File: config.mk
export PLATFORM = sky130hd
export DESIGN_NAME = bin2bcd_seq
export DESIGN_NICKNAME = d
export VERILOG_FILES = /design/src/rtl/bin2bcd_pkg.sv /design/src/rtl/BCDto7seg.sv /design/src/rtl/bcd_digit_adjust.sv /design/src/rtl/bin2bcd_seq.sv
export SDC_FILE = /design/constraint.sdc
export NUM_CORES = 1
export LEC_CHECK = 0
export CAP_MARGIN = 30
export CORE_MARGIN = 1.5
export CORE_UTILIZATION = 30
export DETAILED_ROUTE_END_ITERATION = 7
export PLACE_DENSITY_LB_ADDON = 0.12
export REMOVE_ABC_BUFFERS = 1
export SLEW_MARGIN = 20
export SYNTH_ARGS = -nofsm -noshare
export SYNTH_HDL_FRONTEND = slang
export SYNTH_SLANG_ARGS = --single-unit
File: constraint.sdc
create_clock -name clk -period 2.4 [get_ports clk]
set_clock_uncertainty 0.05 [all_clocks]
set_input_delay 0.72 -clock clk [delete_from_list [all_inputs] [get_ports clk]]
set_output_delay 0.72 -clock clk [all_outputs]
set_load 0.01 [all_outputs]
File: src/rtl/bin2bcd_pkg.sv
// Shared types and helpers for the sequential binary-to-BCD converter.
package bin2bcd_pkg;

  typedef enum logic [1:0] {
    IDLE  = 2'd0,
    SHIFT = 2'd1,
    DONE  = 2'd2
  } state_t;

  localparam logic [6:0] SEG_BLANK = 7'h00;

  // Decimal digits needed to show the largest unsigned value of the given width.
  function automatic int digits_needed(input int width);
    longint max_val;
    int n;
    max_val = (longint'(1) << width) - 1;
    n = 0;
    do begin
      n++;
      max_val = max_val / 10;
    end while (max_val > 0);
    return n;
  endfunction

endpackage

File: src/rtl/BCDto7seg.sv
// BCD digit to seven-segment pattern, active-high, seg = {g,f,e,d,c,b,a}.
module BCDto7seg (
  input  logic [3:0] bcd,
  output logic [6:0] seg
);

  always_comb begin
    seg = 7'h00;
    case (bcd)
      4'd0: seg = 7'h3F;
      4'd1: seg = 7'h06;
      4'd2: seg = 7'h5B;
      4'd3: seg = 7'h4F;
      4'd4: seg = 7'h66;
      4'd5: seg = 7'h6D;
      4'd6: seg = 7'h7D;
      4'd7: seg = 7'h07;
      4'd8: seg = 7'h7F;
      4'd9: seg = 7'h6F;
      default: seg = 7'h00;
    endcase
  end

endmodule

File: src/rtl/bcd_digit_adjust.sv
// Add-3 correction for one BCD digit ahead of a shift-and-add-3 shift.
module bcd_digit_adjust (
  input  logic [3:0] digit,
  output logic [3:0] adjusted
);

  assign adjusted = (digit >= 4'd5) ? digit + 4'd3 : digit;

endmodule

File: src/rtl/bin2bcd_seq.sv
// Iterative shift-and-add-3 binary-to-BCD converter driving a bank of
// seven-segment digits, with optional signed input and leading-zero blanking.
module bin2bcd_seq
  import bin2bcd_pkg::*;
#(
  parameter int WORD_LENGTH   = 8,
  parameter int DIGITS        = 3,
  parameter int BLANK_LEADING = 1
) (
  input  logic                     clk,
  input  logic                     reset,
  input  logic                     start,
  input  logic [WORD_LENGTH-1:0]   bin,
  input  logic                     signed_mode,
  output logic                     busy,
  output logic                     done,
  output logic [4*DIGITS-1:0]      bcd,
  output logic                     negative,
  output logic [7*DIGITS-1:0]      seg,
  output state_t                   fsm_state
);

  localparam int CW = $clog2(WORD_LENGTH + 1);

  if (WORD_LENGTH < 2) begin : g_bad_width
    $error("bin2bcd_seq: WORD_LENGTH must be at least 2");
  end
  if (DIGITS < digits_needed(WORD_LENGTH)) begin : g_bad_digits
    $error("bin2bcd_seq: DIGITS too small for WORD_LENGTH");
  end

  state_t                  state, state_next;
  logic [CW-1:0]           cnt;
  logic [WORD_LENGTH-1:0]  mag;
  logic                    neg_q;
  logic [4*DIGITS-1:0]     scratch;
  logic [4*DIGITS-1:0]     adj;
  logic [4*DIGITS-1:0]     scratch_next;
  logic [7*DIGITS-1:0]     seg_raw;

  // Handshake: start is honoured only in IDLE (busy=0); busy covers every SHIFT
  // cycle plus the DONE cycle; done pulses once with bcd/negative already valid.
  assign scratch_next = {adj[4*DIGITS-2:0], mag[WORD_LENGTH-1]};
  assign fsm_state    = state;

  always_ff @(posedge clk or negedge reset) begin
    if (!reset) begin
      state    <= IDLE;
      cnt      <= '0;
      mag      <= '0;
      neg_q    <= 1'b0;
      scratch  <= '0;
      bcd      <= '0;
      negative <= 1'b0;
    end else begin
      state <= state_next;
      case (state)
        IDLE: begin
          if (start) begin
            mag      <= (signed_mode && bin[WORD_LENGTH-1]) ? (~bin + WORD_LENGTH'(1)) : bin;
            neg_q    <= signed_mode & bin[WORD_LENGTH-1];
            scratch  <= '0;
            cnt      <= CW'(WORD_LENGTH);
          end
        end
        SHIFT: begin
          scratch <= scratch_next;
          mag     <= {mag[WORD_LENGTH-2:0], 1'b0};
          cnt     <= cnt - CW'(1);
          // Results land on the last shift so they are valid during done.
          if (cnt == CW'(1)) begin
            bcd      <= scratch_next;
            negative <= neg_q;
          end
        end
        default: ;
      endcase
    end
  end

  always_comb begin
    state_next = state;
    busy       = 1'b0;
    done       = 1'b0;
    case (state)
      IDLE: begin
        if (start) state_next = SHIFT;
      end
      SHIFT: begin
        busy = 1'b1;
        if (cnt == CW'(1)) state_next = DONE;
      end
      DONE: begin
        busy       = 1'b1;
        done       = 1'b1;
        state_next = IDLE;
      end
      default: state_next = IDLE;
    endcase
  end

  for (genvar i = 0; i < DIGITS; i++) begin : g_digit
    bcd_digit_adjust u_adjust (
      .digit    (scratch[4*i +: 4]),
      .adjusted (adj[4*i +: 4])
    );

    BCDto7seg u_seg (
      .bcd (bcd[4*i +: 4]),
      .seg (seg_raw[7*i +: 7])
    );

    if (i == 0) begin : g_units
      assign seg[6:0] = seg_raw[6:0];
    end else begin : g_upper
      assign seg[7*i +: 7] = (BLANK_LEADING != 0 && bcd[4*DIGITS-1:4*i] == '0)
                             ? SEG_BLANK : seg_raw[7*i +: 7];
    end
  end

endmodule

# [Word level (Yosys, flattened, before mapping)]
# Memory sizes are Yosys's and may differ from the RTL's.
# Index checks and enable logic that the tools add are counted.
[totals] n_memories=3 mem_bits_ro=336 wordCells=52 in_bits=12 reg_bits=40
[mem_list] memory="(name not given)" depth=16 word_bits=7 rd=1 rd_clocked_by_memory_dff=0 write_ports=0 line="BCDto7seg.sv:9" source="case (bcd)"
[mem_list] memory="(name not given)" depth=16 word_bits=7 rd=1 rd_clocked_by_memory_dff=0 write_ports=0 line="BCDto7seg.sv:9"
[mem_list] memory="(name not given)" depth=16 word_bits=7 rd=1 rd_clocked_by_memory_dff=0 write_ports=0 line="BCDto7seg.sv:9"
[classes] n_lt_le_gt_ge=3 add_sub_neg=5 bitwise_logic=2 n_reduce_logical=10 n_eq_ne=5 n_mux=17
[op_table] op="case mux 12 bit (2 select lines)" n=1
[op_table] op="2-to-1 mux 8 bit" n=2
[op_table] op="case mux 8 bit (2 select lines)" n=1
[op_table] op="2-to-1 mux 7 bit" n=2
[op_table] op="greater-or-equal comparator 4 x 3 -> 1 bit, second input constant" n=3
[op_table] op="2-to-1 mux 12 bit" n=1
[op_table] op="2-to-1 mux 4 bit" n=3
[op_table] op="adder 4 x 2 -> 4 bit, second input constant" n=2
[op_table] op="adder 8 x 1 -> 8 bit, second input constant" n=1
[op_table] op="logical NOT 8 bit" n=1
[op_table] op="inverter 8 bit" n=1
[op_table] op="case mux 4 bit (2 select lines)" n=1
[op_table] op="AND reduction 2 bit" n=4
[op_table] op="== test 4 x 1 -> 1 bit, second input constant" n=1
[op_table] op="logical NOT 4 bit" n=1
[op_table] op="2-to-1 mux 2 bit" n=2
[op_table] op="inequality test 2 bit, second input constant" n=2
[op_table] op="case mux 2 bit (2 select lines)" n=1
[op_table] op="subtractor 4 x 1 -> 4 bit, second input constant" n=1
[op_table] op="adder 3 x 2 -> 3 bit, second input constant" n=1
[op_table] op="2-to-1 mux 3 bit" n=1
[op_table] op="== test 2 x 1 -> 1 bit, second input constant" n=1
[op_table] op="== test 2 bit, second input constant" n=1
[op_table] op="logical NOT 2 bit" n=1
[op_table] op="other kinds (5)" n=6

# [Depth between registers and ports, before layout]
# Gate-level depths: netlist (run 1).
[depth] ltp_word=5 mapped_depth=8 ltp_nobuf=6

# [Hierarchy]
# A second synthesis (run 1) with hierarchy kept.
[hier_totals] hier_cells=309 area_unflattened_um2=2974.1
[modules_own_cells] module="bin2bcd_seq" n_inst=1 area_per_inst_um2=2029.4 seq_area_each_um2=1001.0 cells_per_inst=179
[modules_own_cells] module="bcd_digit_adjust" n_inst=3 area_per_inst_um2=101.3 seq_area_each_um2=0.0 cells_per_inst=16
[modules_own_cells] module="BCDto7seg (g_digit[0].u_seg)" n_inst=1 area_per_inst_um2=220.2 seq_area_each_um2=0.0 cells_per_inst=28
[modules_own_cells] module="BCDto7seg (g_digit[1].u_seg)" n_inst=1 area_per_inst_um2=219.0 seq_area_each_um2=0.0 cells_per_inst=28
[modules_own_cells] module="BCDto7seg (g_digit[2].u_seg)" n_inst=1 area_per_inst_um2=201.4 seq_area_each_um2=0.0 cells_per_inst=26

# [Least setup slack after synthesis (run 1)]
# OpenSTA, ideal clock, no wires.
[synth_timing] path_kind="reg2out" start="reg bcd[9]" end="out seg[9]" path_stages_with_launch=7 setup_slack_ps=-11 arrival_time_ps=1641 path_cell_list="dfrtp_1 inv_1 ha_1 nand2b_4 or4_1 buf_2 and2_1"
[synth_via] elab_chain_len=2
[synth_rtl] element="start, declared" line="bin2bcd_seq.sv:17" source="output logic [4*DIGITS-1:0] bcd,"
[synth_rtl] element="start signal, assigned" line="bin2bcd_seq.sv:72" source="bcd <= scratch_next;"
[synth_rtl] element="logical NOT 8 bit" line="bin2bcd_seq.sv:116" source="assign seg[7*i +: 7] = (BLANK_LEADING != 0 && bcd[4*DIGITS-1:4*i] == '0)"
[synth_rtl] element="2-to-1 mux 7 bit" line="bin2bcd_seq.sv:117" source="? SEG_BLANK : seg_raw[7*i +: 7];"
[synth_rtl] element="end, declared" line="bin2bcd_seq.sv:19" source="output logic [7*DIGITS-1:0] seg,"
# Every way passes these cells.

# [Worst setup path in the final report (run 1)]
[layout_timing] start="reg bcd[8]" end="out seg[11]"
# Same word-level chain as after synthesis.

==> impl_metrics.toml, run 1 <==
[outcome]
status = "finished, violations left"
violations = "setup timing"

[synthesis]
syn_area_um2 = 2670
synthesis.area_per_instance_um2 = 8.83
synth_seq_cells = 40
synth_cells = 302
synth-seq-area-share_pct = 37.5
yosys_warnings = 0
netlist-cell-type-count = 33

[final_layout]
area.sequential_um2 = 1000
antenna-diode-count = 0
fin_nets = 420
n_fill_cell = 908
drive_above_1_share_pct = 21.4
area_growth_pct = 32.5
multi_input_area_um2 = 1560
finalCoreUtilization_pct = 40.7
most-common-layout-cells = "dfrtp_1 (40), o21ai_0 (36), buf_4 (35)"
layout_commonest_cell = "dfrtp_1"
fin_area_um2 = 3530

[sta]
final_critical_path_setup_slack_ns = -0.155
setup_viol = 7
finalCriticalPeriod_ns = 2.55
grt_setup_unrepaired = "yes"
slew_viol_final = 0
hold_vio_cnt_final = 0
slew_of_the_pin_with_the_lowest_slew_margin_ns = 0.603
max_slew_margin_pct = 59.6
fin_crit_sh_pct = 106
maxClockFrequency_mhz = 391

[global_routing]
groute.usage.overall_pct = 12.9
grt_pass1_wl_mm = 10.2
initial_antenna_violation_count = 0
grt_overflow = 0
largest_net_degree_at_the_start_of_global_routing = 41
number_of_global_route_vias_before_repair = 2205

[clocking]
htree_levels = 2
cts.clk_slew.worst_paths_ns = 0.07
cts_inserted_buffers = 5
cts.root.buffer_cell = "clkbuf_8"
cts.sink_count = 40
cts_buffer_depth = 2
clkLatencyLatePin_ns = 0.28
cts_tree = "yes"

[worst_setup_path]
critical_path.top_delay_family = "simple AND/OR/NAND/NOR gates"
worstSetupStartpointType = "register"
criticalPathCategory = "reg2out"
critical_path.endpoint_type = "output pin"
worst_ep_arrival_time_ns = 1.78
worst_path_fanout_max = 7
worst-endpoint-required_ns = 1.63
cp_cell_sequence = "inv_2 > ha_4 > nand2b_4 > or4_4 > a21boi_2 > buf_2"
stage_delay_of_the_slowest_cell_on_the_critical_path_ns = 0.52
cpMaxStageDelayCell = "or4_4"
critical_path_buf_inv_count = 2

[hold_path]
worstHoldPathType = "in2async"

[power]
swShare_pct = 42.0
power_frac_seq_pct = 26.6
comb_power_share_pct = 63.9
clockPowerShare_pct = 9.4
pwr_density_cell_nw_per_um2 = 1200
internal-power_mw = 2.46
leakage_nw = 1.58
power.ir.vdd_worst_mv = 0.824
p_switching_mw = 1.78

[die]
num_io_pins = 50
die_w_um = 97.3
die-height_um = 97.3
start_util_pct = 30.7
rows = 34
die_area_um2 = 9460
design.core.area_um2 = 8680

[place]
port_buffers = 49
hpwlAfterDp_mm = 4.45
place_congestion = 0.767
postPlaceCellArea_um2 = 3460

[detailed_routing]
initialDrtViolationCount = 65
postRouteAntennaNets = 0
route.vias.total = 2322
vias_per_cell = 4.78
finalWirelength_mm = 6.04
first_pass_iters = 4
wl_per_cell_um = 12.4
post-route-drc-count = 0

[run]
drv_cap = 0
[routing by layer]
metal / track usage, % / part of all wire, %
met1: 16.7 / 49
met2: 21.7 / 45
met3: 2.52 / 4.8
met4: 4.18 / 1.6
met5: 0 / 0
[power by group through the flow]
| stage | logic, mW | clock network [mW] | registers, mW |
|---|---|---|---|
| 2_1_floorplan | 1.43 | 0 | 1.16 |
| 3_3_place_gp | 2.82 | 0 | 1.14 |
| 3_5_place_dp | 2.84 | 0 | 1.14 |
| 4_1_cts | 2.73 | 0.421 | 1.13 |
| 5_1_grt | 3.05 | 0.449 | 1.17 |
| 6_report | 2.71 | 0.400 | 1.13 |
[metrics by stage]
stage	setup slack [ns]	total power [mW]	hold WS [ns]	std cells	setup TNS, ns
2_1_floorplan	-0.00166	2.60	0.374	289	-0.00166
6_report	-0.155	4.24	0.434	486	-0.882
3_5_place_dp	-0.314	3.98	0.437	478	-2.22
4_1_cts	-0.224	4.29	0.451	484	-0.980
5_1_grt	-0.220	4.67	0.477	486	-1.34
3_3_place_gp	-0.293	3.96	0.419	478	-2.09
[what timing repair did]
| item | in CTS | in global routing |
|---|---|---|
| setup endpoints to repair | 21 | 19 |
| setup buffers | 1 | 2 |
| pin swaps | 3 | 3 |
| resized for setup | 63 | 21 |
| hold buffers | 0 | 0 |
[cells by family after synthesis]
group,count (synthesis),synth area share (%)
adders and majority gates,28,13.1
DFF,40,37.5
and+or+nand+nor,80,15.1
muxes,10,4.13
xor gates and xnor gates,9,2.96
AOI/OAI and AO/OA,96,21.1
buffers and inverters,39,6.05
[flip-flops by register name (all words and copies together), names as in the netlist]
| name | cells |
|---|---|
| scratch | 12 |
| bcd | 12 |
| cnt | 4 |
| neg_q | 1 |
| negative | 1 |
| mag | 8 |
| fsm_state | 2 |
[final cells by class]
class,count,area share (%)
tap,108,3.82
timing repair buffer,84,19.1
clock buffer,5,1.95
inverter,26,2.76
multi-input combinational,223,44.0
sequential,40,28.3
[worst paths after layout]
check | start | to | slack, ns | cells past startpoint
min reg2reg | neg_q | neg_q | 0.45 | 2
min in group clk | neg_q | neg_q | 0.45 | 2
max reg2reg | fsm_state[1] | mag[5] | 0.56 | 6
max in group asynchronous | reset | bcd[8] | 1.50 | 2
min | reset | fsm_state[1] | 0.43 | 2
max | bcd[8] | seg[11] | -0.15 | 6
[synthesized netlist by cell type (all sizes together)]
cell / n / area, um^2
buf: 7 / 41.3
a2bb2oi: 1 / 8.76
a22oi: 2 / 15.0
nor3: 5 / 25.0
nand3: 3 / 15.0
o21a: 4 / 30.0
dfrtp: 40 / 1000
a21boi: 3 / 22.5
o21ai: 36 / 180
o22ai: 18 / 113
nor2b: 3 / 18.8
mux2: 8 / 90.1
nor3b: 6 / 45.0
clkbuf: 6 / 22.5
a22o: 3 / 26.3
ha: 28 / 350
a21oi: 21 / 105
and2: 1 / 6.26
nand2b: 15 / 101
xnor2: 9 / 78.8
o41ai: 1 / 16.3
or2: 1 / 6.26
a31oi: 5 / 31.3
inv: 26 / 97.6
a211oi: 1 / 7.51
nand2: 25 / 93.8
or4: 2 / 15.0
a21o: 1 / 7.51
nand3b: 1 / 7.51
nor2: 18 / 67.6
mux2i: 2 / 20.0
No activity file was read; power rests on OpenSTA's default activity.
==> run 2, diff against run 1 <==
--- a/config.mk
+++ b/config.mk
@@ -9,6 +9,7 @@
 export CORE_MARGIN = 1.5
 export CORE_UTILIZATION = 30
 export DETAILED_ROUTE_END_ITERATION = 7
+export MAX_ROUTING_LAYER = met4
 export PLACE_DENSITY_LB_ADDON = 0.12
 export REMOVE_ABC_BUFFERS = 1
 export SLEW_MARGIN = 20
==> run 2 against run 1 <==
  * The run still ends with setup timing left
  * Critical endpoint unchanged
  * Final area barely moved
  * Clock power barely moved
  * Non-clock buffer count did not move
==> impl_metrics.toml, run 2 (synthesis gave the netlist of run 1 again) <==
[outcome]
status = "finished, violations left"
violations = "setup timing"

[place]
dp_slack_ns = -0.314
hpwlAfterDp_mm = 4.45
port_buffers = 49
place_congestion = 0.777
postPlaceCellArea_um2 = 3460
place.detailed.instances = 478

[clocking]
cts_buffer_depth = 2
cts.clk_slew.worst_paths_ns = 0.07
hold_buffers = 0
cts.root.buffer_cell = "clkbuf_8"
clkLatencyLatePin_ns = 0.29
cts_tree = "yes"
cts_inserted_buffers = 5
cts.sink_count = 40
htree_levels = 2

[final_layout]
layout_commonest_cell = "dfrtp_1"
fin_area_um2 = 3530
reg.largest.list = "bcd x12, scratch x12, mag x8"
antenna-diode-count = 0
finalCoreUtilization_pct = 40.7
n_fill_cell = 907
area_growth_pct = 32.6
fin_nets = 420
finalNonFillerCells = 486
most-common-layout-cells = "dfrtp_1 (40), o21ai_0 (36), buf_4 (35)"
drive_above_1_share_pct = 21.4

[worst_setup_path]
worstSetupStartpointType = "register"
critical_path.endpoint_type = "output pin"
worst_ep_arrival_time_ns = 1.79
cp-startpoint = "bcd[8]"
criticalPathCategory = "reg2out"
reg2reg_from = "fsm_state[1]"
worst-endpoint-required_ns = 1.63
worst_path_fanout_max = 7

[sta]
worst_hold_slack_ns = 0.433
finalCriticalPeriod_ns = 2.56
setup_viol = 7
max_slew_margin_pct = 60.0
grt_setup_unrepaired = "yes"
fin_crit_sh_pct = 106
maxClockFrequency_mhz = 391
slew_of_the_pin_with_the_lowest_slew_margin_ns = 0.598
final_critical_path_setup_slack_ns = -0.156
slew_viol_final = 0
tns_ns = -0.889
hold_vio_cnt_final = 0

[detailed_routing]
met1Wirelength_mm = 2.95
first_pass_iters = 4
post-route-drc-count = 0
top_layer = "met4"
finalWirelength_mm = 6.04
route.vias.total = 2315
wl_per_cell_um = 12.4
postRouteAntennaNets = 0
vias_per_cell = 4.76
initialDrtViolationCount = 60
detailroute.wirelength.met3_um = 283
met2WireLength_mm = 2.69

[power]
pwr_density_cell_nw_per_um2 = 1200
leakage_nw = 1.58
power.ir.vdd_worst_mv = 0.827
fin_total_pwr_mw = 4.25

[die]
design.core.area_um2 = 8680
num_io_pins = 50
rows = 34
die_area_um2 = 9460
start_util_pct = 30.7
die-height_um = 97.3
die_w_um = 97.3

[global_routing]
groute.usage.overall_pct = 13.3
number_of_global_route_vias_before_repair = 2207
initial_antenna_violation_count = 0
largest_net_degree_at_the_start_of_global_routing = 41
grt_overflow = 0
grt_pass1_wl_mm = 10.2

[run]
drv_cap = 0

[hold_path]
worstHoldPathType = "in2async"
## run 2: cell types whose count changed in the layout (fill, tap and decap cells not counted), sizes merged
| cell | change |
|---|---|
| clkdlybuf4s15 | +1 |
| dlygate4sd2 | -1 |
## run 2: worst paths after layout
check,end,slack (ns),depth (start not counted)
max,seg[11],-0.16,6
min,fsm_state[1],0.43,2
max reg2reg,mag[5],0.55,6
min reg2reg,neg_q,0.45,2
max in group asynchronous,bcd[8],1.50,2
min in group clk,neg_q,0.45,2
## run 2: layout make-up
type	count	area (um^2)	share of cell area, %
multi-input combinational	223	1560	44.0
sequential	40	1000	28.3
timing repair buffer	84	677	19.2
tap	108	135	3.82
inverter	26	97.6	2.76
clock buffer	5	68.8	1.95
## run 2: what timing repair did
action	in CTS	in global routing
pin swaps	3	3
buffers inserted	1	2
resized for setup	63	22
setup endpoints to repair	21	19
## run 2: per-layer routing
| metal | vias to the layer above | global-route usage [%] |
|---|---|---|
| met3 | 8 | 2.59 |
| met2 | 53 | 21.7 |
| met1 | 1051 | 16.8 |
| met5 | - | - |
| met4 | 0 | 4.18 |
| li1 | 1203 | - |
## run 2: where the power goes
part	internal [mW]	total (mW)	switching [mW]
combinational	1.36	2.72	1.36
sequential	0.916	1.13	0.215
clock	0.188	0.401	0.214
total	2.46	4.25	1.79
## run 2: worst max-delay path, cell delays in order, from the launching register on
cell and delay (ns):
dfrtp_1 0.39, inv_2 0.08, ha_4 0.15, nand2b_4 0.05
or4_4 0.52, a21boi_2 0.18, buf_2 0.13
